**src/rtl/serial_add_pkg.sv**
```systemverilog
// Shared types and constants for the bit-serial adder controller.
package serial_add_pkg;

  localparam int DEFAULT_WIDTH = 8;

  typedef enum logic [1:0] {
    IDLE = 2'd0,
    RUN  = 2'd1,
    DONE = 2'd2
  } state_t;

endpackage

```
**src/rtl/serial_fa_cell.sv**
```systemverilog
// Combinational 1-bit full adder built from two cascaded half-adder stages.
module serial_fa_cell (
  input  logic a,
  input  logic b,
  input  logic cin,
  output logic s,
  output logic cout
);

  logic p1;
  logic g1;
  logic g2;

  // First half adder combines the operand bits, second folds in the carry.
  assign p1   = a ^ b;
  assign g1   = a & b;
  assign s    = p1 ^ cin;
  assign g2   = p1 & cin;
  assign cout = g1 | g2;

endmodule

```
**src/rtl/serial_add_seq.sv**
```systemverilog
// Bit-serial adder controller: LSB-first through one full-adder cell, WIDTH+2 cycles per op.
// Optional subtraction (op_sub port, B inversion, carry seed) enabled by SERIAL_ADD_SUB_EN.
module serial_add_seq
  import serial_add_pkg::*;
#(
  parameter int WIDTH = DEFAULT_WIDTH
) (
  input  logic             clk,
  input  logic             rst,
  input  logic             in_valid,
  output logic             in_ready,
  input  logic [WIDTH-1:0] op_a,
  input  logic [WIDTH-1:0] op_b,
`ifdef SERIAL_ADD_SUB_EN
  input  logic             op_sub,
`endif
  output logic             out_valid,
  input  logic             out_ready,
  output logic [WIDTH-1:0] sum,
  output logic             carry_out,
  output logic             busy
);

  localparam int               CNT_W    = (WIDTH > 1) ? $clog2(WIDTH) : 1;
  localparam logic [CNT_W-1:0] LAST_BIT = CNT_W'(WIDTH - 1);

  state_t           state;
  state_t           state_next;
  logic [WIDTH-1:0] a_sh;
  logic [WIDTH-1:0] b_sh;
  logic [WIDTH-1:0] acc;
  logic [WIDTH-1:0] acc_next;
  logic [CNT_W-1:0] cnt;
  logic             carry;
  logic             carry_seed;
  logic             accept;
  logic             run;
  logic             last_bit;
  logic             fa_b;
  logic             fa_s;
  logic             fa_cout;

`ifdef SERIAL_ADD_SUB_EN
  logic sub_q;

  assign fa_b       = b_sh[0] ^ sub_q;
  assign carry_seed = op_sub;
`else
  assign fa_b       = b_sh[0];
  assign carry_seed = 1'b0;
`endif

  assign accept   = in_valid && in_ready;
  assign run      = (state == RUN);
  assign last_bit = (cnt == LAST_BIT);

  serial_fa_cell u_fa (
    .a    (a_sh[0]),
    .b    (fa_b),
    .cin  (carry),
    .s    (fa_s),
    .cout (fa_cout)
  );

  // Sum bits enter at the MSB so the LSB computed first ends up at bit 0.
  always_comb begin
    acc_next            = acc >> 1;
    acc_next[WIDTH-1]   = fa_s;
  end

  // NOTE: every output and next-state gets a default first so no latch is inferred.
  always_comb begin
    state_next = state;
    in_ready   = 1'b0;
    out_valid  = 1'b0;
    busy       = 1'b0;
    case (state)
      IDLE: begin
        in_ready = !rst;
        if (in_valid && !rst) state_next = RUN;
      end
      RUN: begin
        busy = 1'b1;
        if (last_bit) state_next = DONE;
      end
      DONE: begin
        busy      = 1'b1;
        out_valid = 1'b1;
        if (out_ready) state_next = IDLE;
      end
      default: state_next = IDLE;
    endcase
  end

  // NOTE: non-blocking assignments so every register samples pre-edge values.
  always_ff @(posedge clk) begin
    if (rst) state <= IDLE;
    else     state <= state_next;
  end

  always_ff @(posedge clk) begin
    if (rst) begin
      cnt       <= '0;
      carry     <= 1'b0;
      sum       <= '0;
      carry_out <= 1'b0;
    end else if (accept) begin
      cnt   <= '0;
      carry <= carry_seed;
    end else if (run) begin
      cnt   <= cnt + CNT_W'(1);
      carry <= fa_cout;
      if (last_bit) begin
        sum       <= acc_next;
        carry_out <= fa_cout;
      end
    end
  end

  // NOTE: operand and accumulator shifters carry no reset; they are always
  // reloaded at accept and fully shifted before the result is captured.
  always_ff @(posedge clk) begin
    if (accept) begin
      a_sh <= op_a;
      b_sh <= op_b;
`ifdef SERIAL_ADD_SUB_EN
      sub_q <= op_sub;
`endif
    end else if (run) begin
      a_sh <= a_sh >> 1;
      b_sh <= b_sh >> 1;
      acc  <= acc_next;
    end
  end

endmodule

```
**config.mk**
```make
export PLATFORM = sky130hd
export DESIGN_NAME = serial_add_seq
export DESIGN_NICKNAME = d
export VERILOG_FILES = /design/src/rtl/serial_add_pkg.sv /design/src/rtl/serial_fa_cell.sv /design/src/rtl/serial_add_seq.sv
export SDC_FILE = /design/constraint.sdc
export NUM_CORES = 1
export LEC_CHECK = 0
export ABC_AREA = 1
export CELL_PAD_IN_SITES_DETAIL_PLACEMENT = 0
export CELL_PAD_IN_SITES_GLOBAL_PLACEMENT = 1
export CORE_ASPECT_RATIO = 0.7
export CORE_MARGIN = 1.5
export CORE_UTILIZATION = 45
export CTS_BUF_LIST = sky130_fd_sc_hd__clkbuf_2 sky130_fd_sc_hd__clkbuf_4 sky130_fd_sc_hd__clkbuf_8
export DETAILED_ROUTE_END_ITERATION = 16
export DONT_BUFFER_PORTS = 1
export GPL_TIMING_DRIVEN = 0
export HOLD_SLACK_MARGIN = 0.1
export MAX_ROUTING_LAYER = met4
export PLACE_DENSITY_LB_ADDON = 0.25
export SLEW_MARGIN = 20
export SYNTH_ARGS = -nofsm -noshare
export SYNTH_HDL_FRONTEND = slang
export SYNTH_SLANG_ARGS = --single-unit
export TNS_END_PERCENT = 30
```
**constraint.sdc**
```tcl
create_clock -name clk -period 2.8 [get_ports clk]
set_input_delay 0.42 -clock clk [delete_from_list [all_inputs] [get_ports clk]]
set_output_delay 0.42 -clock clk [all_outputs]
set_load 0.005 [all_outputs]
```
==> results of run 1 <==
-- power by group --
| part | internal, mW | total (mW) | switching [mW] |
|---|---|---|---|
| Combinational | 0.138 | 0.375 | 0.238 |
| Clock | 0.300 | 0.486 | 0.186 |
| Sequential | 0.835 | 0.897 | 0.0619 |
-- cell families after synthesis --
| family | after synthesis |
|---|---|
| simple gates | 85 |
| compound gates | 9 |
| fa+ha+maj | 8 |
| xor+xnor | 1 |
| mux | 3 |
| flops | 38 |
| buf+inv | 21 |
-- critical path: cells and delay by family, from the launching register on --
family                     cells  cell delay, ns
adders and majority gates      1            0.18
buffers and inverters          3            0.30
DFF                            1            0.33
and+or+nand+nor                3            0.78
-- path summary, 6_finish.rpt --
kind | end | slack, ns | cells after the start
max | b_sh[2] | 0.84 | 7
min | cnt[0] | 0.19 | 1
max reg2reg | b_sh[2] | 0.84 | 7
min reg2reg | acc[2] | 0.45 | 0
-- cell type report --
| cell class | instances | area, µm² | share of cell area (%) |
|---|---|---|---|
| Sequential cell | 38 | 991 | 54.8 |
| Buffer | 4 | 26.3 | 1.45 |
| Clock inverter | 1 | 30.0 | 1.66 |
| Inverter | 17 | 66.3 | 3.67 |
| Tap cell | 50 | 62.6 | 3.46 |
| Multi-Input combinational cell | 106 | 541 | 29.9 |
| Clock buffer | 7 | 90.1 | 4.99 |
-- flip-flops by register name (all words and copies together) (netlist names) --
register / cells
a_sh: 8
b_sh: 8
sum: 8
acc: 7
cnt: 3
state: 2
carry: 1
carry_out: 1
-- stage by stage --
step / power [mW] / instances / hold WS, ns / utilization, %
CTS: 1.78 / 223 / 0.186 / 51.8
floorplan: 1.20 / 165 / 0.421 / -
finish: 1.76 / 223 / 0.195 / 51.8
detailed placement: 1.29 / 215 / 0.428 / 48.3
global route: 1.87 / 223 / 0.185 / 51.8
global placement: 1.28 / 215 / 0.427 / 48.3
-- layer usage --
layer | global-route usage, % | part of all wire, % | vias to the layer above
met3 | 5.71 | 5.4 | 4
met4 | 6.36 | 1.1 | 0
met5 | - | 0 | -
met2 | 18.6 | 41 | 25
li1 | - | - | 533
met1 | 20.3 | 52 | 435
-- synth_stat cells, types with 2 or more instances --
library cell  instances  area, µm²
nand3_1               2       10.0
nor2_1               26       97.6
mux2_2                3       33.8
edfxtp_1             23        691
clkbuf_2              2       10.0
inv_1                15       56.3
dfxtp_1              15        300
o21ai_0               9       45.0
ha_1                  7       87.6
nand2_1              53        199
-- cells in the final DEF (no fill, tap or decap) --
cell type  instances
inv_1             15
clkinv_1           1
ha_1               7
nor2_4             1
nor2_1            26
bufinv_16          1
edfxtp_1          23
or2_1              1
nor3_2             1
buf_6              1
clkbuf_2           2
clkbuf_4           1
buf_2              1
dfxtp_1           15
nand3_1            2
clkbuf_8           6
nand2_4            1
fa_1               1
mux2_2             3
xnor2_1            1
nand2_1           53
inv_4              1
o21ai_0            9
==> metrics.cfg, run 1 <==
[status]
status = complete, no violations

[floorplanning]
initial_core_util_pct = 46.5
dieArea_mm2 = 0.00398
coreArea_mm2 = 0.00349
die_w_um = 74.8
io_pins = 32
row_count = 18
die_h_um = 53.3

[worst_setup_path]
crit_chain = inv_1 -> ha_1 -> inv_1 -> nor2_4 -> nand2_4 -> inv_4 -> or2_1
critical_path.slowest_cell = or2_1
cp.arrival_ns = 1.88
startpoint = state[1]
crit_type = reg2reg
crit_path_end_kind = register
path_max_fanout = 16
crit_top_cell = inv_1
start_kind = register
worst_ep_required_time_ns = 2.72
slowest_delay_ns = 0.56
reg2reg_from = state[1]

[cells_and_area]
nFillCells = 324
fin_nets = 200
final_area_mm2 = 0.00181
n_antenna_cell = 0
syn2layout_area_growth_pct = 11.2
drive_gt1_share_pct = 11.0

[timing]
clock.fmax_mhz = 510
worstMarginPinSlew_ns = 0.687
finalHoldViolations = 0
finClkSkew_ns = 0.00265
finalCriticalPeriod_ns = 1.96
setup_viol = 0
rsz0062_at_grt = false
finalWorstSetupSlack_ns = 0.839
slew_headroom_pct = 54.2
final.setup.tns_ns = 0
period_share_pct = 70.0
slew_violations = 0

[worst_hold_path]
worstHoldStart = rst
hp-class = in2reg

[synth]
synth_xor_area_share_pct = 0.539
synthAdderAreaFrac_pct = 6.63
ys_seq_area_share_pct = 61.0
synth_mux_area_share_pct = 2.08
syn-cell-area_mm2 = 0.00162
synth-compound-area-share_pct = 2.77
synth_edf_count = 23
avgSynthCellArea_um2 = 9.84
syn_inst = 165
synth_seq_cells = 38
yosys.area_share.simple_pct = 21.3
synth_fp_nets = 193
synth-main-ff-cell = edfxtp_1
ys.warnings.count = 0
async_flop_share_pct = 0
synth_top_family_by_area = simple AND/OR/NAND/NOR gates
synth_cell_types = 20

[placed_design]
routabilityCongestion = 0.776
port_buffers = 0
place_area_mm2 = 0.00169
place_ws_ns = 0.806
dpl.hpwl_mm = 1.84

[power_and_ir_drop]
leakagePower_nw = 0.800
power_density_mw_per_mm2 = 973
vdd_drop_max_mv = 0.417

[detailed_routing]
finalWirelength_mm = 2.59
post_drt_wl_per_cell_um = 11.6
postRouteAntennaNets = 0
vias_per_cell = 4.47
firstDrtPassIters = 4
vias = 997
drc = 0
drtIter0Drc = 41

[global_routing]
overflow = 0
grt_max_degree = 17
grt_pass1_vias = 895
grtUsageTotal_pct = 14.6
grt_pass1_wl_mm = 3.95
antenna_found_initial = 0

[clock_tree]
cts_sinks = 38
cts_buffer_depth = 2
hold_buffers = 0
cts_resized = 0
cts_tree = yes
post_cts_buffers = 0
cts-buffers-inserted = 5
path_clk_slew_ns = 0.07
cts-root-buf = clkbuf_8
h-tree-depth = 2
clkLatencyLatePin_ns = 0.28

[job]
maxCapViolCount = 0

No activity file was read; power rests on OpenSTA's default activity.
==> run 2, diff against run 1 <==
Clock period 2.8 ns to 1.84 ns, I/O delays scaled along.
==> run 2 against run 1 <==
Die area unchanged. Register-to-register slack got worse by 0.61 ns. Cell count increased by 0.45%. Critical path depth unchanged. Clock skew about the same. Clock power increased by 52%. Highest routed layer unchanged. Worst setup slack got worse by 0.61 ns. Largest cell class unchanged. Combinational power increased by 56%. Global-route usage about the same.
==> metrics.cfg, run 2 (same netlist as run 1, synthesis figures left out) <==
[cells_and_area]
reg.largest.list = a_sh: 8 flops, b_sh: 8 flops, sum: 8 flops
syn2layout_area_growth_pct = 12.4
multi_input_area_um2 = 546
final_area_mm2 = 0.00183
drive_gt1_share_pct = 12.6
n_antenna_cell = 0
regArea_um2 = 991
nFillCells = 323
fin_nets = 201
layout_common_cells = nand2_1 (52), nor2_1 (26), edfxtp_1 (23)
stdcell_count = 224
final_common_cell = nand2_1

[global_routing]
overflow = 0
grt_pass1_wl_mm = 3.97
grtUsageTotal_pct = 14.7
antenna_found_initial = 0
grt_pass1_vias = 898
grt_max_degree = 17

[worst_setup_path]
rr_endpoint = b_sh[2]
crit_type = reg2reg
crit_path_end_kind = register
reg2regPathDepth = 7
crit_top_cell = inv_1
worst_ep_required_time_ns = 1.82
start_kind = register
critical_path.slowest_cell = dfxtp_1
reg2reg_from = state[1]
crit_chain = inv_1 -> ha_1 -> inv_1 -> nor2_4 -> nand2_4 -> inv_4 -> or2_4
reg2reg_slack_ns = 0.23
critical_path_buf_inv_count = 3
cpLargestDelayFamily = simple AND/OR/NAND/NOR gates
cp.arrival_ns = 1.59
slowest_delay_ns = 0.33
path_max_fanout = 16

[clock_tree]
path_clk_slew_ns = 0.07
post_cts_buffers = 0
cts_buffer_depth = 2
cts_sinks = 38
cts-root-buf = clkbuf_8
cts-buffers-inserted = 5
h-tree-depth = 2
cts_tree = yes
clkLatencyLatePin_ns = 0.28

[timing]
clock.fmax_mhz = 620
finalHoldViolations = 0
setup_viol = 0
period_share_pct = 87.7
finalCriticalPeriod_ns = 1.61
slew_violations = 0
rsz0062_at_grt = false
slew_headroom_pct = 72.7
final.setup.tns_ns = 0
finalWorstSetupSlack_ns = 0.227
finClkSkew_ns = 0.00253
worstMarginPinSlew_ns = 0.410

[worst_hold_path]
hold_depth = 2
worstHoldStart = op_a[6]
min_to = a_sh[6]
hp-class = in2reg

[floorplanning]
io_pins = 32
row_count = 18
coreArea_mm2 = 0.00349
die_h_um = 53.3
initial_core_util_pct = 46.5
dieArea_mm2 = 0.00398
die_w_um = 74.8

[status]
status = complete, no violations

[placed_design]
dpl.hpwl_mm = 1.84
post-place-cells = 215
routabilityCongestion = 0.776
port_buffers = 0
place_ws_ns = -0.154
place_area_mm2 = 0.00169

[power_and_ir_drop]
switching_share_pct = 27.6
p_comb_share_pct = 21.7
vdd_drop_max_mv = 0.637
clkPwrFrac_pct = 27.5
p_int_mw = 1.95
power_density_mw_per_mm2 = 1470
p_switching_mw = 0.741
p_seq_share_pct = 50.7
leakagePower_nw = 0.803

[detailed_routing]
postRouteAntennaNets = 0
drtIter0Drc = 32
vias = 1006
finalWirelength_mm = 2.59
drc = 0
firstDrtPassIters = 4
post_drt_wl_per_cell_um = 11.6
vias_per_cell = 4.49

[job]
maxCapViolCount = 0

[run 2: changes by cell type in the layout (fill, tap and decap cells not counted)]
cell and change:
or2_1 -1, clkinv_1 -1, nand2_2 +1, nand2_1 -1, or2_4 +1, dlygate4sd3_1 +1
clkinvlp_4 +1
[run 2: worst max-delay path by stage]
| stage | from | endpoint | slack [ns] | depth (start not counted) |
|---|---|---|---|---|
| floorplan | state[0] | a_sh[0] | 0.14 | 7 |
| global placement | state[1] | a_sh[7] | -0.14 | 7 |
| detailed placement | state[1] | b_sh[7] | -0.15 | 7 |
| CTS | state[0] | b_sh[2] | 0.08 | 7 |
| global route | state[1] | b_sh[6] | 0.09 | 7 |
| finish | state[1] | b_sh[2] | 0.23 | 7 |
[run 2: final cells by class]
type / count / share of cell area (%)
sequential: 38 / 54.3
tap: 50 / 3.43
multi-input combinational: 106 / 29.9
clock buffer: 7 / 4.93
inverter: 17 / 3.84
buffer: 4 / 1.44
timing repair buffer: 1 / 0.548
clock inverter: 1 / 1.64
[run 2: through the flow]
stage / hold slack (ns) / power [mW] / utilization, %
floorplan: 0.346 / 1.82 / -
global placement: 0.347 / 1.94 / 48.3
global route: 0.162 / 2.86 / 52.3
finish: 0.168 / 2.69 / 52.3
detailed placement: 0.351 / 1.96 / 48.3
CTS: 0.158 / 2.71 / 52.0
[run 2: repair_timing]
| item | CTS | global route |
|---|---|---|
| gates resized for setup | 1 | 3 |
| endpoints found under the setup margin | 16 | 23 |
| hold endpoints to repair | 1 | 0 |
| cloned | 0 | 0 |
| hold buffers | 1 | 0 |
[run 2: worst reg2reg max path, stage by stage, from the launching register on]
cell and delay, ns:
dfxtp_1 0.33, inv_1 0.13, ha_1 0.18, inv_1 0.06, nor2_4 0.12, nand2_4 0.10, inv_4 0.12, or2_4 0.27
[run 2: routing by layer]
| layer | track usage, % | share of wire, % |
|---|---|---|
| met5 | - | 0 |
| met2 | 18.6 | 41 |
| met4 | 6.36 | 0.96 |
| met1 | 20.5 | 52 |
| met3 | 5.71 | 5.4 |
[run 2: power by group through the flow]
| stage | sequential (mW) | clock (mW) | combinational [mW] |
|---|---|---|---|
| after floorplan | 1.35 | 0 | 0.469 |
| after global placement | 1.38 | 0 | 0.564 |
| after detailed placement | 1.39 | 0 | 0.578 |
| after CTS | 1.37 | 0.755 | 0.587 |
| after global routing | 1.40 | 0.784 | 0.677 |
| final | 1.36 | 0.739 | 0.584 |
==> run 3, diff against run 2 <==
Settings changed: CORE_UTILIZATION 45 to 40, DONT_BUFFER_PORTS 1 to default.
==> run 3 against run 2 <==
Combinational power rose by 15%. Die area rose by 12%. Worst hold slack improved by 0.28 ns. Cell count rose by 14%. Largest cell class unchanged.
==> metrics.cfg, run 3 (same netlist as run 1, synthesis figures left out) <==
[cells_and_area]
syn2layout_area_growth_pct = 28.8
drive_gt1_share_pct = 12.3
final_area_mm2 = 0.00209
layout_common_cells = nand2_1 (52), clkdlybuf4s50_1 (30), nor2_1 (26)
stdcell_count = 256
fin_nets = 231
nFillCells = 365
final_common_cell = nand2_1
n_antenna_cell = 0
regArea_um2 = 993
reg.largest.list = a_sh: 8 flops, b_sh: 8 flops, sum: 8 flops
multi_input_area_um2 = 543

[floorplanning]
io_pins = 32
dieArea_mm2 = 0.00446
initial_core_util_pct = 41.7
row_count = 19
coreArea_mm2 = 0.00390
die_w_um = 79.2
die_h_um = 56.3

[worst_hold_path]
min_to = acc[2]
worstHoldStart = acc[3]
hp-class = reg2reg
hold_depth = 0

[global_routing]
grt_max_degree = 17
antenna_found_initial = 0
grt_pass1_wl_mm = 4.87
grt_pass1_vias = 1122
overflow = 0
grtUsageTotal_pct = 15.4

[detailed_routing]
drtIter0Drc = 53
postRouteAntennaNets = 0
drc = 0
vias_per_cell = 4.52
finalWirelength_mm = 2.97
firstDrtPassIters = 4
post_drt_wl_per_cell_um = 11.6
vias = 1156

[worst_setup_path]
worst_ep_required_time_ns = 1.56
rr_endpoint = a_sh[5]
critical_path.slowest_cell = clkdlybuf4s50_1
critical_path_buf_inv_count = 2
crit_path_end_kind = output pin
path_max_fanout = 4
slowest_delay_ns = 0.49
reg2reg_from = state[0]
start_kind = register
cp.arrival_ns = 1.46
crit_type = reg2out
cpLargestDelayFamily = buffers and inverters
reg2regPathDepth = 7
crit_chain = inv_2 -> ha_1 -> clkdlybuf4s50_1
reg2reg_slack_ns = 0.15

[timing]
period_share_pct = 94.6
setup_viol = 0
slew_headroom_pct = 71.2
rsz0062_at_grt = false
slew_violations = 0
finalCriticalPeriod_ns = 1.74
clock.fmax_mhz = 574
finalWorstSetupSlack_ns = 0.0991
worstMarginPinSlew_ns = 0.431
finClkSkew_ns = 0.00335
fin_hold_ws_ns = 0.445
finalHoldViolations = 0

[clock_tree]
path_clk_slew_ns = 0.07
cts_sinks = 38
post_cts_buffers = 0
clkLatencyLatePin_ns = 0.29
hold_buffers = 0
h-tree-depth = 2
cts-buffers-inserted = 5
cts-root-buf = clkbuf_8
cts_buffer_depth = 2
cts_tree = yes

[placed_design]
dpl.hpwl_mm = 2.11
routabilityCongestion = 0.770
post-place-cells = 248
port_buffers = 31
place_area_mm2 = 0.00200
place_ws_ns = -0.368

[power_and_ir_drop]
leakagePower_nw = 0.897
vdd_drop_max_mv = 0.678
power_mw = 2.60
power_density_mw_per_mm2 = 1240

[job]
maxCapViolCount = 0

[status]
status = complete, no violations

==> run 3: cell types whose count changed in the layout (fill, tap and decap cells not counted), sizes merged <==
cell | before | now
bufinv | 1 | 0
clkbuf | 9 | 7
clkdlybuf4s50 | 0 | 30
clkinv | 0 | 2
clkinvlp | 1 | 2
dlygate4sd2 | 0 | 1
dlygate4sd3 | 1 | 0
==> run 3: cell type report <==
type                            instances  share of cell area (%)
Clock inverter                          3                   0.778
Tap cell                               52                    3.11
Clock buffer                            5                    3.29
Multi-Input combinational cell        106                    26.0
Timing Repair Buffer                   31                    14.8
Inverter                               17                    3.35
Buffer                                  4                    1.26
Sequential cell                        38                    47.5
==> run 3: worst max-delay path by stage <==
stage               startpoint  endpoint  slack [ns]  cells after the start
global placement           rst   b_sh[7]       -0.29                      5
global route          state[0]      busy        0.03                      3
floorplan             state[0]   a_sh[0]        0.14                      7
detailed placement         rst   a_sh[4]       -0.37                      5
CTS                   state[0]      busy        0.03                      3
finish                state[0]      busy         0.1                      3
==> run 3: metal layers <==
layer / part of all wire (%) / global-route usage, % / routed length (µm) / vias up
met5: 0 / - / 0 / -
met4: 1.6 / 5.51 / 48 / 0
met3: 3.8 / 6.83 / 114 / 7
met2: 46 / 23.1 / 1380 / 22
met1: 48 / 18.6 / 1430 / 526
li1: - / - / - / 601
==> run 3: timing repair <==
action | 4_1_cts | 5_1_grt
setup endpoints to repair | 17 | 26
resized for setup | 4 | 4
pin swaps | 0 | 0
==> run 3: power breakdown <==
group	internal [mW]	switching, mW	leakage, nW
Combinational	0.287	0.387	0.515
Sequential	1.27	0.102	0.341
Clock	0.259	0.293	0.0416
Total	1.82	0.783	0.897
==> run 3: through the flow <==
stage / utilization, % / TNS, ns
after detailed placement: 51.3 / -5.89
after floorplan: - / 0
final: 53.7 / 0
after global placement: 51.3 / -4.66
after global routing: 53.7 / 0
after CTS: 53.4 / 0
